**config.mk**
```make
export PLATFORM = sky130hd
export DESIGN_NAME = spi_slave_bus_bridge
export DESIGN_NICKNAME = d
export VERILOG_FILES = /design/src/rtl/spi_slave_bus_bridge.sv
export SDC_FILE = /design/constraint.sdc
export NUM_CORES = 1
export LEC_CHECK = 0
export ABC_CLOCK_PERIOD_IN_PS = 5800
export CELL_PAD_IN_SITES_DETAIL_PLACEMENT = 1
export CELL_PAD_IN_SITES_GLOBAL_PLACEMENT = 1
export CORE_MARGIN = 1.5
export CORE_UTILIZATION = 25
export DETAILED_ROUTE_END_ITERATION = 8
export GPL_TIMING_DRIVEN = 1
export PLACE_DENSITY_LB_ADDON = 0.2
export SYNTH_ARGS = -nofsm -noshare
export SYNTH_HDL_FRONTEND = slang
export SYNTH_SLANG_ARGS = --single-unit
```
**constraint.sdc**
```tcl
create_clock -name clk_i -period 5.8 [get_ports clk_i]
set_clock_uncertainty 0.15 [all_clocks]
set_input_delay 0.87 -clock clk_i [delete_from_list [all_inputs] [get_ports clk_i]]
set_output_delay 0.87 -clock clk_i [all_outputs]
set_load 0.005 [all_outputs]
```
**src/rtl/spi_slave_bus_bridge.sv**
```systemverilog
// rtl/spi_slave_bus_bridge.sv - SPI frame to register-bus bridge
// Write/read bursts with address stride, read FIFO, flow control, timeout and sticky errors.
module spi_slave_bus_bridge #(
   parameter int DATA_WIDTH = 32,
   parameter int ADDR_WIDTH = 16,
   parameter int CMD_WIDTH  = 8,
   parameter int ADDR_STEP  = 4,
   parameter int FIFO_DEPTH = 16,
   parameter int RD_TIMEOUT = 255,
   parameter logic [DATA_WIDTH-1:0] FILL_DATA = DATA_WIDTH'(32'hDEAD_BEEF)
) (
   input  logic                  clk_i,
   input  logic                  rst_i,
   input  logic                  frm_start_i,
   input  logic [CMD_WIDTH-1:0]  frm_cmd_i,
   input  logic [ADDR_WIDTH-1:0] frm_addr_i,
   input  logic                  frm_wr_vld_i,
   input  logic [DATA_WIDTH-1:0] frm_wr_data_i,
   input  logic                  frm_rd_seq_i,
   output logic [DATA_WIDTH-1:0] frm_rd_data_o,
   output logic                  frm_rd_empty_o,
   output logic                  bus_wr_en_o,
   output logic                  bus_rd_en_o,
   output logic [ADDR_WIDTH-1:0] bus_addr_o,
   output logic [DATA_WIDTH-1:0] bus_wr_data_o,
   input  logic                  bus_rd_vld_i,
   input  logic [DATA_WIDTH-1:0] bus_rd_data_i,
   output logic                  busy_o,
   output logic                  err_timeout_o,
   output logic                  err_underflow_o,
   input  logic                  err_clr_i
);

   localparam int PW = $clog2(FIFO_DEPTH);
   localparam int CW = PW + 1;
   localparam int TW = $clog2(RD_TIMEOUT + 1);

   typedef enum logic [1:0] {ST_IDLE, ST_WR, ST_RD_ISSUE, ST_RD_WAIT} state_t;

   state_t                state_q, state_d;
   logic [ADDR_WIDTH-1:0] addr_q, addr_d;
   logic [CMD_WIDTH-1:0]  len_q, len_d;
   logic [CMD_WIDTH-1:0]  issued_q, issued_d;
   logic [TW-1:0]         tmo_q, tmo_d;
   logic                  wr_en_q, wr_en_d;
   logic                  rd_en_q, rd_en_d;
   logic [ADDR_WIDTH-1:0] bus_addr_q, bus_addr_d;
   logic [DATA_WIDTH-1:0] wr_data_q, wr_data_d;
   logic [PW-1:0]         wptr_q, wptr_d;
   logic [PW-1:0]         rptr_q, rptr_d;
   logic [CW-1:0]         cnt_q, cnt_d;
   logic [DATA_WIDTH-1:0] rd_data_q, rd_data_d;
   logic                  empty_q, empty_d;
   logic                  err_to_q, err_to_d;
   logic                  err_uf_q, err_uf_d;
   logic [DATA_WIDTH-1:0] mem_q [FIFO_DEPTH];

   logic                  push;
   logic [DATA_WIDTH-1:0] push_data;
   logic                  timeout_hit;
   logic                  pop_ok;

   always_comb begin
      state_d     = state_q;
      addr_d      = addr_q;
      len_d       = len_q;
      issued_d    = issued_q;
      tmo_d       = tmo_q;
      wr_en_d     = 1'b0;
      rd_en_d     = 1'b0;
      bus_addr_d  = bus_addr_q;
      wr_data_d   = wr_data_q;
      push        = 1'b0;
      push_data   = bus_rd_data_i;
      timeout_hit = 1'b0;
      if (frm_start_i) begin
         // A new frame always wins: abandon whatever burst or outstanding read was in flight.
         state_d  = frm_cmd_i[CMD_WIDTH-1] ? ST_RD_ISSUE : ST_WR;
         addr_d   = frm_addr_i;
         len_d    = {1'b0, frm_cmd_i[CMD_WIDTH-2:0]} + CMD_WIDTH'(1);
         issued_d = '0;
         tmo_d    = '0;
      end else begin
         case (state_q)
            ST_WR: begin
               if (frm_wr_vld_i) begin
                  wr_en_d    = 1'b1;
                  bus_addr_d = addr_q;
                  wr_data_d  = frm_wr_data_i;
                  addr_d     = addr_q + ADDR_WIDTH'(ADDR_STEP);
               end
            end
            ST_RD_ISSUE: begin
               if (cnt_q < CW'(FIFO_DEPTH)) begin
                  rd_en_d    = 1'b1;
                  bus_addr_d = addr_q;
                  tmo_d      = '0;
                  issued_d   = issued_q + CMD_WIDTH'(1);
                  state_d    = ST_RD_WAIT;
               end
            end
            ST_RD_WAIT: begin
               timeout_hit = !bus_rd_vld_i && (tmo_q == TW'(RD_TIMEOUT - 1));
               if (bus_rd_vld_i || timeout_hit) begin
                  push      = 1'b1;
                  push_data = bus_rd_vld_i ? bus_rd_data_i : FILL_DATA;
                  if (issued_q == len_q) begin
                     state_d = ST_IDLE;
                  end else begin
                     addr_d  = addr_q + ADDR_WIDTH'(ADDR_STEP);
                     state_d = ST_RD_ISSUE;
                  end
               end else begin
                  tmo_d = tmo_q + TW'(1);
               end
            end
            default: ;
         endcase
      end
   end

   always_comb begin
      pop_ok    = frm_rd_seq_i && (cnt_q != '0);
      wptr_d    = wptr_q;
      rptr_d    = rptr_q;
      cnt_d     = cnt_q;
      rd_data_d = rd_data_q;
      err_to_d  = (err_to_q & ~err_clr_i) | timeout_hit;
      err_uf_d  = err_uf_q & ~err_clr_i;
      if (frm_rd_seq_i) begin
         if (cnt_q != '0) begin
            rd_data_d = mem_q[rptr_q];
         end else begin
            rd_data_d = FILL_DATA;
            err_uf_d  = 1'b1;
         end
      end
      if (frm_start_i) begin
         wptr_d = '0;
         rptr_d = '0;
         cnt_d  = '0;
      end else begin
         if (push)   wptr_d = wptr_q + PW'(1);
         if (pop_ok) rptr_d = rptr_q + PW'(1);
         case ({push, pop_ok})
            2'b10:   cnt_d = cnt_q + CW'(1);
            2'b01:   cnt_d = cnt_q - CW'(1);
            default: ;
         endcase
      end
      empty_d = (cnt_d == '0);
   end

   always_ff @(posedge clk_i) begin
      if (push) mem_q[wptr_q] <= push_data;
   end

   always_ff @(posedge clk_i) begin
      if (rst_i) begin
         state_q    <= ST_IDLE;
         addr_q     <= '0;
         len_q      <= '0;
         issued_q   <= '0;
         tmo_q      <= '0;
         wr_en_q    <= 1'b0;
         rd_en_q    <= 1'b0;
         bus_addr_q <= '0;
         wr_data_q  <= '0;
         wptr_q     <= '0;
         rptr_q     <= '0;
         cnt_q      <= '0;
         rd_data_q  <= '0;
         empty_q    <= 1'b1;
         err_to_q   <= 1'b0;
         err_uf_q   <= 1'b0;
      end else begin
         state_q    <= state_d;
         addr_q     <= addr_d;
         len_q      <= len_d;
         issued_q   <= issued_d;
         tmo_q      <= tmo_d;
         wr_en_q    <= wr_en_d;
         rd_en_q    <= rd_en_d;
         bus_addr_q <= bus_addr_d;
         wr_data_q  <= wr_data_d;
         wptr_q     <= wptr_d;
         rptr_q     <= rptr_d;
         cnt_q      <= cnt_d;
         rd_data_q  <= rd_data_d;
         empty_q    <= empty_d;
         err_to_q   <= err_to_d;
         err_uf_q   <= err_uf_d;
      end
   end

   assign frm_rd_data_o   = rd_data_q;
   assign frm_rd_empty_o  = empty_q;
   assign bus_wr_en_o     = wr_en_q;
   assign bus_rd_en_o     = rd_en_q;
   assign bus_addr_o      = bus_addr_q;
   assign bus_wr_data_o   = wr_data_q;
   assign busy_o          = (state_q != ST_IDLE);
   assign err_timeout_o   = err_to_q;
   assign err_underflow_o = err_uf_q;

endmodule

```
==> metrics.log <==
INFO  metric status = complete, no violations
INFO  metric wire_length_of_the_first_global_routing_pass = roughly 110000 um
INFO  metric routed-via-count = 14395
INFO  metric worst_slew_margin_relative_to_its_limit = between 20% and 30%
INFO  metric clock_tree_from_tritoncts = done
INFO  metric antenna_left = 0
INFO  metric fin_crit = roughly 3600 ps
INFO  metric cts.sink_count = approximately 660
INFO  metric area.growth.synth_to_final = 23.1%
INFO  metric drt_pass1_iterations = 5
INFO  metric final-hold-violation-count = 0
INFO  metric synth_top_area_share = between 50% and 60%
INFO  metric grt_max_degree = 69
INFO  metric layout-drive-gt1-share = a little under a fifth
INFO  metric synth_largest_area_cell = edfxtp_1
INFO  metric yosysWarnings = 0
INFO  metric vias_per_cell = between 4 and 5
INFO  metric drcViolationCount = 0
INFO  metric post_dp_cell_area = between 0.02 and 0.03 mm^2
INFO  metric async_reset_ff_share = 0%
INFO  metric placementRows = around 120
INFO  metric core = around 0.10 mm^2
INFO  metric synth_edf_count = around 510
INFO  metric finalMaxSlewViolations = 0
INFO  metric synth_seq_cells = between 600 and 700
INFO  metric cts.clk_slew.worst_paths = around 50 ps
INFO  metric pin_count = between 150 and 200
INFO  metric cts_htree_levels = 3
INFO  metric place_congestion = 0.744
INFO  metric cp_max_fo = 19
INFO  metric synth_seq_area_share = between 70% and 80%
INFO  metric postSynthNetCount = about 1700
INFO  metric overflow = 0
INFO  metric peakVddDrop = roughly 200 uV
INFO  metric die_y = 325 um
INFO  metric timing.critical_path.required = 5960 ps
INFO  metric critical_path.startpoint_type = flop
INFO  metric ys_top_cells_by_area = edfxtp_1 (59%), dfxtp_1 (11%), mux4_2 (11%)
INFO  metric p_leak = about 10 nW
INFO  metric layout_setup_ws = roughly 2200 ps
INFO  metric routed_wirelength = 69900 um
INFO  metric setup-tns-final = 0 ps
INFO  metric maxClockFrequency = between 200 and 300 MHz
INFO  metric synthesis.area_per_instance = 16.8 um^2
INFO  metric setup_viol = 0
INFO  metric filler_cell_count = approximately 11000
INFO  metric via_count_of_the_first_global_routing_pass = approximately 16000
INFO  metric post_synth_num_cell_types = 61
INFO  metric cts.root.buffer_cell = clkbuf_16
INFO  metric grt.total_usage = between 10% and 20%
INFO  metric clockBufferDepth = 3
INFO  metric die-width = 325 um
INFO  metric grt_setup_unrepaired = no
INFO  metric finalHoldWorstSlack = 303 ps
INFO  metric worstSkewPairLatency = approximately 630 ps
INFO  metric cts.hold.buffers_added = 0
INFO  metric maxcap_viol_count = 0
INFO  metric worst_slew_pin_slew = about 1200 ps
INFO  metric end_kind = flop
INFO  metric io_buffers = 180
INFO  metric post-dp-hpwl = 41600 um
INFO  metric cp_data_arrival_time = 3730 ps
INFO  metric wire_per_inst = ~22 um
INFO  metric syn-instance-count = roughly 1500
INFO  metric syn-cell-area = 0.0259 mm^2
INFO  metric critical_path_class = reg -> reg
INFO  metric post_cts_sizing = 0
INFO  metric finalCritPeriodShare = between 60 and 70%
INFO  metric drt_first_iter_violations = 760
INFO  metric cts.repair_timing.setup_buffer_count = 0
INFO  metric cts_inserted_buffers = just under 80
INFO  metric hold_wc_path_type = reg -> reg
INFO  metric finish.net_count = ~1900
INFO  metric synth_ff_type = edfxtp_1
INFO  metric final_area = about 0.032 mm^2
INFO  metric design.die.area = ~0.11 mm^2
INFO  metric power.density = 326 mW/mm^2
INFO  metric start_util = 25.3%
INFO  metric antenna-diode-count = 0
INFO  metric dp_slack = roughly 1700 ps
INFO  metric antenna_found_initial = 5
## synth_stat cells (6+ instances only)
master / n
edfxtp_1: 512
dfxtp_1: 144
mux4_2: 121
nor2_1: 100
nand2_1: 95
a21oi_1: 71
mux2i_1: 48
clkbuf_1: 42
nor2b_1: 38
a211oi_1: 32
or2_2: 26
buf_2: 23
nand3_1: 18
xnor2_1: 18
ha_1: 17
xor2_1: 17
a22o_1: 16
nand2b_1: 15
a2111oi_1: 14
inv_1: 14
nor3_1: 13
buf_1: 11
nand4_1: 11
a2111oi_2: 10
and3_1: 9
buf_4: 9
o21ai_0: 9
o31ai_1: 9
o21ai_1: 8
mux4_1: 7
o311ai_1: 7
nor4_1: 6
## placed cells by master (no fill, tap or decap), types with 10 or more instances in the layout
cell               n
nand3_1           18
a2111oi_2         10
clkinv_2          16
a211oi_1          32
clkdlybuf4s50_1  177
edfxtp_1         512
xor2_1            17
nor2_4            12
a21oi_1           71
clkinv_1          12
or2_2             26
ha_1              17
clkbuf_1          13
dfxtp_1          141
mux4_2           121
nor2b_1           37
a2111oi_1         14
inv_1             14
clkbuf_16         80
nor2_1            88
xnor2_1           18
a22o_1            16
nand4_1           11
mux2i_1           48
nand2b_1          15
nand2_1           94
buf_4             31
## routing by layer
metal,up-vias,track usage [%],routed length (um)
met5,-,0,11
met4,2,3.48,1440
met3,98,2.44,2740
met2,305,21.9,33400
met1,7536,17.8,32400
li1,6454,-,-
## state kept, by name, summed over array words and instances (netlist names), named ones only
signal / count
mem_q: 512
bus_wr_data_o: 32
frm_rd_data_o: 32
addr_q: 16
bus_addr_o: 16
issued_q: 8
len_q: 8
tmo_q: 8
cnt_q: 5
rptr_q: 4
wptr_q: 4
state_q: 2
bus_rd_en_o: 1
bus_wr_en_o: 1
err_timeout_o: 1
err_underflow_o: 1
frm_rd_empty_o: 1
## logic make-up (layout without fill, tap and decap cells)
group / count (synthesis) / after routing / share of synthesized area, %
fa+ha+maj: 17 / 17 / 0.821
mux: 176 / 176 / 13.1
buf+inv: 107 / 370 / 2.22
xor+xnor: 35 / 35 / 1.18
simple gates: 348 / 348 / 6.47
compound gates: 203 / 203 / 5.77
flops: 656 / 656 / 70.5
## final timing paths
check	from	end	slack, ps	depth (start not counted)
min reg2reg	bus_wr_data_o[21]	bus_wr_data_o[21]	300	2
min	bus_wr_data_o[21]	bus_wr_data_o[21]	300	2
max	state_q[0]	mem_q[15][15]	2240	5
max reg2reg	state_q[0]	mem_q[15][15]	2240	5
## area by class of cell
class | count | area (um^2) | area share (%)
Sequential cell | 656 | 18300 | 57.3
Multi-Input combinational cell | 779 | 7210 | 22.6
Clock buffer | 101 | 2160 | 6.78
Timing Repair Buffer | 212 | 2050 | 6.44
Tap cell | 1368 | 1710 | 5.37
Clock inverter | 43 | 433 | 1.36
Inverter | 14 | 52.6 | 0.165
## critical path: stages (launching register included)
cell and delay, ps:
dfxtp_1 400, ha_1 400, nor2b_1 610, nand3_1 510, nor2_4 780, buf_4 390
## stage by stage
stage               std cells  total power, mW  util (%)
detailed placement       3029             5.62      28.6
finish                   3173             10.4      31.2
global placement         3029             5.61      28.6
floorplan                1542             5.40         -
CTS                      3173             10.6      31.2
global route             3173             10.8      31.2
## power by group
group          internal (mW)  leakage [nW]  switching [mW]
Sequential              5.10          5.78          0.0391
Combinational          0.167          2.91           0.203
Clock                   2.91          1.27            1.99
Total                   8.18          9.95            2.23
Power figures use the tool's default switching activity.
